==> config.mk <==
export PLATFORM = sky130hd
export DESIGN_NAME = multiplier_shift_add
export DESIGN_NICKNAME = d
export VERILOG_FILES = /design/src/rtl/multiplier_shift_add.sv
export SDC_FILE = /design/constraint.sdc
export NUM_CORES = 1
export LEC_CHECK = 0
export ABC_AREA = 1
export CORE_MARGIN = 4
export CORE_UTILIZATION = 39
export DETAILED_ROUTE_END_ITERATION = 10
export DONT_BUFFER_PORTS = 1
export PLACE_DENSITY = 0.6
export SLEW_MARGIN = 20
export SYNTH_ARGS = -nofsm -noshare
export SYNTH_HDL_FRONTEND = slang
export SYNTH_SLANG_ARGS = --single-unit
==> constraint.sdc <==
create_clock -name CLOCK -period 5 [get_ports CLOCK]
set_input_delay 1 -clock CLOCK [delete_from_list [all_inputs] [get_ports CLOCK]]
set_output_delay 1 -clock CLOCK [all_outputs]
set_load 0.02 [all_outputs]
==> src/rtl/multiplier_shift_add.sv <==
// Sequential signed 32x16 multiplier: sign-magnitude shift-and-add over 16 RUN cycles,
// then one FIX cycle that restores the sign and forms the fixed-point Scaled result.
module multiplier_shift_add #(
  parameter int FRAC = 16
) (
  input  logic        CLOCK,
  input  logic        RESET_N,
  input  logic        START,
  input  logic [31:0] Multiplicand,
  input  logic [15:0] Multiplier,
  output logic [47:0] Product,
  output logic [31:0] Scaled,
  output logic        Overflow,
  output logic        Busy,
  output logic        Finish
);

  typedef enum logic [1:0] {IDLE, RUN, FIX, DONE} state_t;

  state_t      state;
  logic [31:0] mag_a;
  logic [15:0] mag_b;
  logic        neg;
  logic [47:0] acc;
  logic [3:0]  count;

  logic [31:0]        abs_a;
  logic [15:0]        abs_b;
  logic [47:0]        partial;
  logic [47:0]        acc_next;
  logic [47:0]        signed_prod;
  logic signed [47:0] shifted;
  logic               scaled_ovf;

  // Magnitudes are kept unsigned so 0x80000000 and 0x8000 map to 2^31 and 2^15 exactly.
  assign abs_a = Multiplicand[31] ? (~Multiplicand + 32'd1) : Multiplicand;
  assign abs_b = Multiplier[15]   ? (~Multiplier + 16'd1)   : Multiplier;

  assign partial  = {16'd0, mag_a} << count;
  assign acc_next = acc + (mag_b[count] ? partial : 48'd0);

  assign signed_prod = neg ? (~acc + 48'd1) : acc;
  assign shifted     = $signed(signed_prod) >>> FRAC;
  // Truncation is lossless only when bits 47..31 are all copies of the new sign bit.
  assign scaled_ovf  = !((&shifted[47:31]) || !(|shifted[47:31]));

  // NOTE: all state is written with non-blocking assignments so every register
  // samples the pre-edge values; blocking here would chain updates within one edge.
  always_ff @(posedge CLOCK or negedge RESET_N) begin
    if (!RESET_N) begin
      state    <= IDLE;
      mag_a    <= '0;
      mag_b    <= '0;
      neg      <= 1'b0;
      acc      <= '0;
      count    <= '0;
      Product  <= '0;
      Scaled   <= '0;
      Overflow <= 1'b0;
      Busy     <= 1'b0;
      Finish   <= 1'b0;
    end else if (START) begin
      // A START in any state, including mid-operation, restarts from fresh operands.
      mag_a  <= abs_a;
      mag_b  <= abs_b;
      neg    <= Multiplicand[31] ^ Multiplier[15];
      acc    <= '0;
      count  <= '0;
      Finish <= 1'b0;
      Busy   <= 1'b1;
      state  <= RUN;
    end else begin
      case (state)
        RUN: begin
          acc   <= acc_next;
          count <= count + 4'd1;
          if (count == 4'd15) state <= FIX;
        end
        FIX: begin
          Product  <= signed_prod;
          Scaled   <= shifted[31:0];
          Overflow <= scaled_ovf;
          Finish   <= 1'b1;
          Busy     <= 1'b0;
          state    <= DONE;
        end
        default: ;
      endcase
    end
  end

endmodule

==> results.py, run 1 <==
metrics = {
    "logic_synthesis": {
        "synth_area_per_cell_um2": 5.90,
        "netlist_instances": 2443,
        "ys_types": 48,
        "synth_top_area_share_pct": 26.5,
        "synth_area_um2": 14400,
        "ys_top_cells_by_area": "dfrtp_1 (27%), nand2_1 (24%), inv_1 (8.8%), nand3_1 (6.8%), o21ai_0 (6.1%)",
        "ys_seq_area_share_pct": 26.5,
        "synth-seq-cells": 153,
        "synth_fp_nets": 2546,
        "ys_warn_count": 0,
        "yosysTopAreaCell": "dfrtp_1",
    },
    "routing": {
        "drc_errors": 0,
        "dr.pass1.iters": 7,
        "first_iter_violations": 960,
        "wl_per_cell_um": 16.7,
        "totalWireLength_um": 47500,
        "viasPerCell": 5.14,
        "ant_nets": 0,
        "vias": 14700,
    },
    "outcome": {
        "run_status": "finished clean",
    },
    "sta": {
        "worst_pin_slew_ps": 1040,
        "max_freq_mhz": 240,
        "skew_ps": 20.5,
        "setup-violations-final": 0,
        "rsz0062_at_grt": "false",
        "relSlewSlack_pct": 30.7,
        "finalCritPeriodShare_pct": 83.4,
        "hold_viol": 0,
        "drv_slew": 0,
        "tns_ps": 0,
        "fin_crit_ps": 4170,
    },
    "layout": {
        "final_core_util_pct": 41.2,
        "drive_gt1_share_pct": 3.70,
        "num_antenna_cells": 0,
        "nets": 2474,
        "area_growth_pct": 4.31,
        "layout_common_cells": "nand2_1 (905), inv_1 (337), nor2_1 (208)",
        "mostFrequentLayoutCell": "nand2_1",
        "seq_area_um2": 3830,
        "multi_input_area_um2": 8690,
        "stdcell_count": 2849,
        "fillCellCount": 4112,
    },
    "global_route": {
        "antenna_found_initial": 0,
        "groute.usage.overall_pct": 23.5,
        "grt_max_degree": 154,
        "grt_pass1_wl_um": 75800,
        "grt_pass1_vias": 14100,
        "gr-total-overflow": 0,
    },
    "worst_setup_path": {
        "worstPathArrival_ps": 4460,
        "critPathBufInv": 3,
        "reg2reg_to": "acc[19]$_DFFE_PN0P_",
        "crit_type": "reg2reg",
        "r2r-start": "count[0]$_DFFE_PN0P_",
        "cp_slowest_cell": "dfrtp_1",
        "reg2reg_setup_slack_ps": 830,
        "critPathCaptureType": "flop",
        "reg2reg_depth": 19,
        "path_cells": "buf_4 -> mux2i_1 -> nand2_1 -> o21ai_0 -> mux2i_1 -> nand2_1 -> nand2_1 -> nand2_1 -> inv_1 -> ha_1 -> nand2_1 -> nor2_1 -> inv_1 -> nor2_1 -> nand3b_1 -> nand3b_1 -> a21oi_1 -> o21ai_0 -> o21ai_0",
        "max_stage_delay_ps": 640,
        "cp_max_fo": 36,
        "path_common_cell": "nand2_1",
        "critPathLaunchType": "flop",
        "critPathTopFamily": "simple AND/OR/NAND/NOR gates",
        "required_ps": 5290,
    },
    "clock_tree": {
        "hold_buffers": 0,
        "htree_levels": 4,
        "clk_pin_slew_ps": 70,
        "cts_setup_buffers": 0,
        "cts_resized": 0,
        "insertion_delay_ps": 460,
        "cts_tree": "done",
        "cts-buffers-inserted": 17,
        "cts_sinks": 153,
        "root_buffer": "clkbuf_16",
        "cts_buffer_depth": 2,
    },
    "worst_hold_path": {
        "hp-class": "in2async",
    },
    "place": {
        "place_inst": 2820,
        "hpwl_um": 38300,
        "gp_congestion": 0.982,
        "io_buffers": 0,
    },
    "die": {
        "io_pins": 134,
        "rows": 70,
        "core_area_um2": 36500,
        "dieArea_um2": 40100,
        "die_width_um": 200,
        "die_y_um": 200,
        "initial_core_util_pct": 39.5,
    },
    "pwr": {
        "power.density_nw_per_um2": 350,
        "leakagePower_uw": 0.00831,
        "ir_drop_v": 0.000262,
    },
    "job": {
        "maxCapViolations": 0,
    },
}
==> sequential cells by signal, indices dropped and copies added, names as in the netlist <==
register,flops
acc,48
neg,1
count,4
mag_b,16
Product,48
state,2
Finish,1
Busy,1
mag_a,32
==> synth_stat cells (all sizes together) <==
cell,n
a21boi,3
a21o,3
a21oi,67
a31oi,6
and2,4
and3,1
buf,65
clkbuf,42
clkinv,1
conb,1
dfrtp,153
fa,1
ha,51
inv,348
mux2i,4
nand2,910
nand3,202
nand3b,13
nand4,37
nor2,217
nor3,14
nor4,5
o211ai,4
o21ai,207
o21bai,5
o221ai,1
o22ai,7
o31ai,6
o32ai,2
or2,8
xnor2,9
xor2,46
==> area by class of cell <==
type                            count  area share, %
Clock inverter                     12          0.541
Clock buffer                       17           2.83
Inverter                          349           8.71
Timing Repair Buffer               16          0.798
Multi-Input combinational cell   1834           57.8
Tap cell                          468           3.89
Sequential cell                   153           25.5
==> per-stage QoR <==
step | area, µm² | total power, µW | setup WS (ps) | hold WS [ps]
2_1_floorplan | 14400 | 3360 | 2240 | 448
3_3_place_gp | 14500 | 4040 | 997 | 467
3_5_place_dp | 14500 | 4060 | 898 | 474
4_1_cts | 15000 | 5290 | 851 | 201
5_1_grt | 15000 | 5690 | 479 | 212
6_report | 15000 | 5270 | 832 | 243
==> power by group <==
part           internal, µW  leakage (µW)  switching [µW]
clock network           623      0.000243             570
registers              1390       0.00196             220
logic                   747       0.00611            1720
==> cells by family (layout without fill, tap and decap cells) <==
kind of cell	count (synthesis)	in the layout	share of synthesized area [%]
xor gates and xnor gates	55	55	3.34
buffers and inverters	456	394	13.2
and+or+nand+nor	1411	1411	40.4
adders and majority gates	52	52	4.56
other	1	1	0.0260
AOI/OAI and AO/OA	311	311	11.7
muxes	4	4	0.278
DFF	153	153	26.5
==> worst max path at each step <==
stage | from | depth (start not counted) | slack (ps) | end
after floorplan | count[0]$_DFFE_PN0P_ | 22 | 2240 | acc[36]$_DFFE_PN0P_
after global placement | count[0]$_DFFE_PN0P_ | 20 | 1000 | acc[35]$_DFFE_PN0P_
after detailed placement | count[0]$_DFFE_PN0P_ | 19 | 900 | acc[19]$_DFFE_PN0P_
after CTS | count[0]$_DFFE_PN0P_ | 19 | 850 | acc[19]$_DFFE_PN0P_
after global routing | count[0]$_DFFE_PN0P_ | 18 | 480 | acc[19]$_DFFE_PN0P_
final | count[0]$_DFFE_PN0P_ | 19 | 830 | acc[19]$_DFFE_PN0P_
==> metal layers <==
layer,up-vias,part of all wire [%],track usage [%]
met2,401,46,39.5
met4,0,3.1,8.16
met3,69,5.2,3.51
met1,6656,46,30.9
li1,7526,-,-
met5,-,0,0
Power figures use the tool's default switching activity.
==> run 2, diff against run 1 <==
- clock period: 5 -> 4.3 ns (I/O delays scaled with it)
==> run 2 against run 1 <==
  * Flip-flop and latch count stayed put
  * Register-to-register slack worse by 320 ps
  * Critical path depth stayed put
  * Clock skew is 13 ps lower
  * Sequential share of layout area is 0.22 points lower
  * Highest routed layer unchanged
  * Utilization is 0.36 points higher
  * Cell area is 0.88% higher
  * Die area stayed put
==> results.py, run 2 (synthesis results as in run 1) <==
metrics = {
    "die": {
        "dieArea_um2": 40100,
        "initial_core_util_pct": 39.5,
        "rows": 70,
        "die_y_um": 200,
        "core_area_um2": 36500,
        "io_pins": 134,
        "die_width_um": 200,
    },
    "worst_setup_path": {
        "critPathCaptureType": "flop",
        "cp_max_fo": 39,
        "critPathLaunchType": "flop",
        "required_ps": 4600,
        "startpoint": "count[0]$_DFFE_PN0P_",
        "reg2reg_depth": 19,
        "r2r-start": "count[0]$_DFFE_PN0P_",
        "cp_slowest_cell": "dfrtp_1",
        "crit_type": "reg2reg",
        "path_cells": "buf_4 -> mux2i_1 -> nand2_1 -> o21ai_0 -> nand2_1 -> o21ai_0 -> o21ai_0 -> nand2_1 -> inv_1 -> ha_1 -> nand2_1 -> nor2_1 -> inv_1 -> nor2_1 -> nand3b_1 -> nand3b_1 -> a21oi_1 -> o21ai_0 -> o21ai_0",
        "worstPathArrival_ps": 4090,
        "path_common_cell": "o21ai_0",
        "max_stage_delay_ps": 550,
    },
    "clock_tree": {
        "cts_setup_buffers": 0,
        "clk_pin_slew_ps": 60,
        "cts_buffer_depth": 2,
        "htree_levels": 4,
        "cts_tree": "done",
        "cts_resized": 0,
        "cts_sinks": 153,
        "cts-buffers-inserted": 17,
        "hold_buffers": 0,
        "root_buffer": "clkbuf_16",
        "insertion_delay_ps": 450,
    },
    "layout": {
        "fillCellCount": 4025,
        "layout_common_cells": "nand2_1 (905), inv_1 (337), nor2_1 (208)",
        "drive_gt1_share_pct": 3.69,
        "num_antenna_cells": 0,
        "multi_input_area_um2": 8690,
        "mostFrequentLayoutCell": "nand2_1",
        "stdcell_count": 2850,
        "area_growth_pct": 5.23,
        "final_core_util_pct": 41.6,
        "nets": 2472,
        "seq_area_um2": 3830,
        "reg_top3": "Product (48), acc (48), mag_a (32)",
    },
    "place": {
        "hpwl_um": 38300,
        "place_inst": 2818,
        "gp_congestion": 0.967,
        "io_buffers": 0,
    },
    "routing": {
        "drc_errors": 0,
        "ant_nets": 0,
        "dr.pass1.iters": 5,
        "totalWireLength_um": 47800,
        "wl_per_cell_um": 16.8,
        "vias": 14700,
        "first_iter_violations": 973,
        "viasPerCell": 5.14,
    },
    "global_route": {
        "grt_pass1_wl_um": 75600,
        "groute.usage.overall_pct": 23.4,
        "grt_pass1_vias": 14100,
        "grt_max_degree": 154,
        "gr-total-overflow": 0,
        "antenna_found_initial": 0,
    },
    "pwr": {
        "combinationalPowerShare_pct": 44.6,
        "clkPwrFrac_pct": 26.3,
        "power.density_nw_per_um2": 427,
        "power_switching_uw": 2970,
        "intPower_uw": 3510,
        "leakagePower_uw": 0.00838,
        "seqPwrFrac_pct": 29.1,
        "totalPowerFinal_uw": 6480,
        "ir_drop_v": 0.000277,
        "sw_frac_of_total_pct": 45.8,
    },
    "worst_hold_path": {
        "hp-class": "in2async",
    },
    "sta": {
        "rsz0062_at_grt": "false",
        "fin_crit_ps": 3790,
        "max_freq_mhz": 264,
        "hold_viol": 0,
        "worst_pin_slew_ps": 1020,
        "finalCritPeriodShare_pct": 88.1,
        "tns_ps": 0,
        "drv_slew": 0,
        "setup-violations-final": 0,
        "relSlewSlack_pct": 31.9,
        "skew_ps": 7.62,
    },
    "outcome": {
        "run_status": "finished clean",
    },
    "job": {
        "maxCapViolations": 0,
    },
}
[run 2: changes by cell type in the layout (fill, tap and decap cells not counted), sizes merged]
cell / delta
bufinv: +4
clkbuf: +4
clkinvlp: -4
buf: -2
clkinv: -2
inv: +1
[run 2: area by class of cell]
cell class / instances / share of cell area [%]
Clock buffer: 21 / 3.10
Clock inverter: 11 / 1.21
Inverter: 349 / 8.63
Multi-Input combinational cell: 1834 / 57.3
Sequential cell: 153 / 25.2
Tap cell: 468 / 3.86
Timing Repair Buffer: 14 / 0.693
[run 2: metal layers]
| layer | part of all wire (%) | track usage (%) | vias to the layer above |
|---|---|---|---|
| met5 | 0 | 0 | - |
| met4 | 2.8 | 7.45 | 0 |
| met3 | 5.4 | 3.63 | 67 |
| met2 | 47 | 39.7 | 386 |
| met1 | 45 | 30.8 | 6693 |
| li1 | - | - | 7516 |
[run 2: metrics by stage]
stage / hold slack, ps / setup WS [ps] / area (µm²)
floorplan: 448 / 1540 / 14400
global placement: 473 / 634 / 14500
detailed placement: 480 / 578 / 14500
CTS: 67.2 / 564 / 15200
global route: 64.9 / 21.9 / 15200
finish: 98.5 / 512 / 15200
[run 2: final timing paths]
check	endpoint	slack [ps]
worst max-delay path	acc[20]$_DFFE_PN0P_	510
worst min-delay path	Product[5]$_DFFE_PN0P_	100
worst max register to register	acc[20]$_DFFE_PN0P_	510
worst min register to register	mag_b[2]$_DFFE_PN0P_	490
max in group asynchronous	mag_a[14]$_DFFE_PN0P_	3770
min in group CLOCK	state[1]$_DFFE_PN0P_	460
[run 2: critical path, delay by kind of cell, from the launching register on]
| family | cells | cell delay [ps] |
|---|---|---|
| and+or+nand+nor | 8 | 1160 |
| AOI/OAI and AO/OA | 6 | 700 |
| DFF | 1 | 550 |
| buffers and inverters | 3 | 540 |
| adders and majority gates | 1 | 360 |
| muxes | 1 | 290 |
[run 2: power groups by stage]
| stage | Clock, µW | Sequential, µW | Combinational, µW |
|---|---|---|---|
| floorplan | 0 | 1780 | 2130 |
| global placement | 0 | 1900 | 2820 |
| detailed placement | 0 | 1900 | 2840 |
| CTS | 1750 | 1880 | 2860 |
| global route | 1830 | 1900 | 3250 |
| finish | 1710 | 1890 | 2890 |
==> run 3, diff against run 2 <==
- CTS_CLUSTER_SIZE: default -> 12
==> results of run 3 <==
The final DEF is identical to that of run 2; final timing and power are the same.
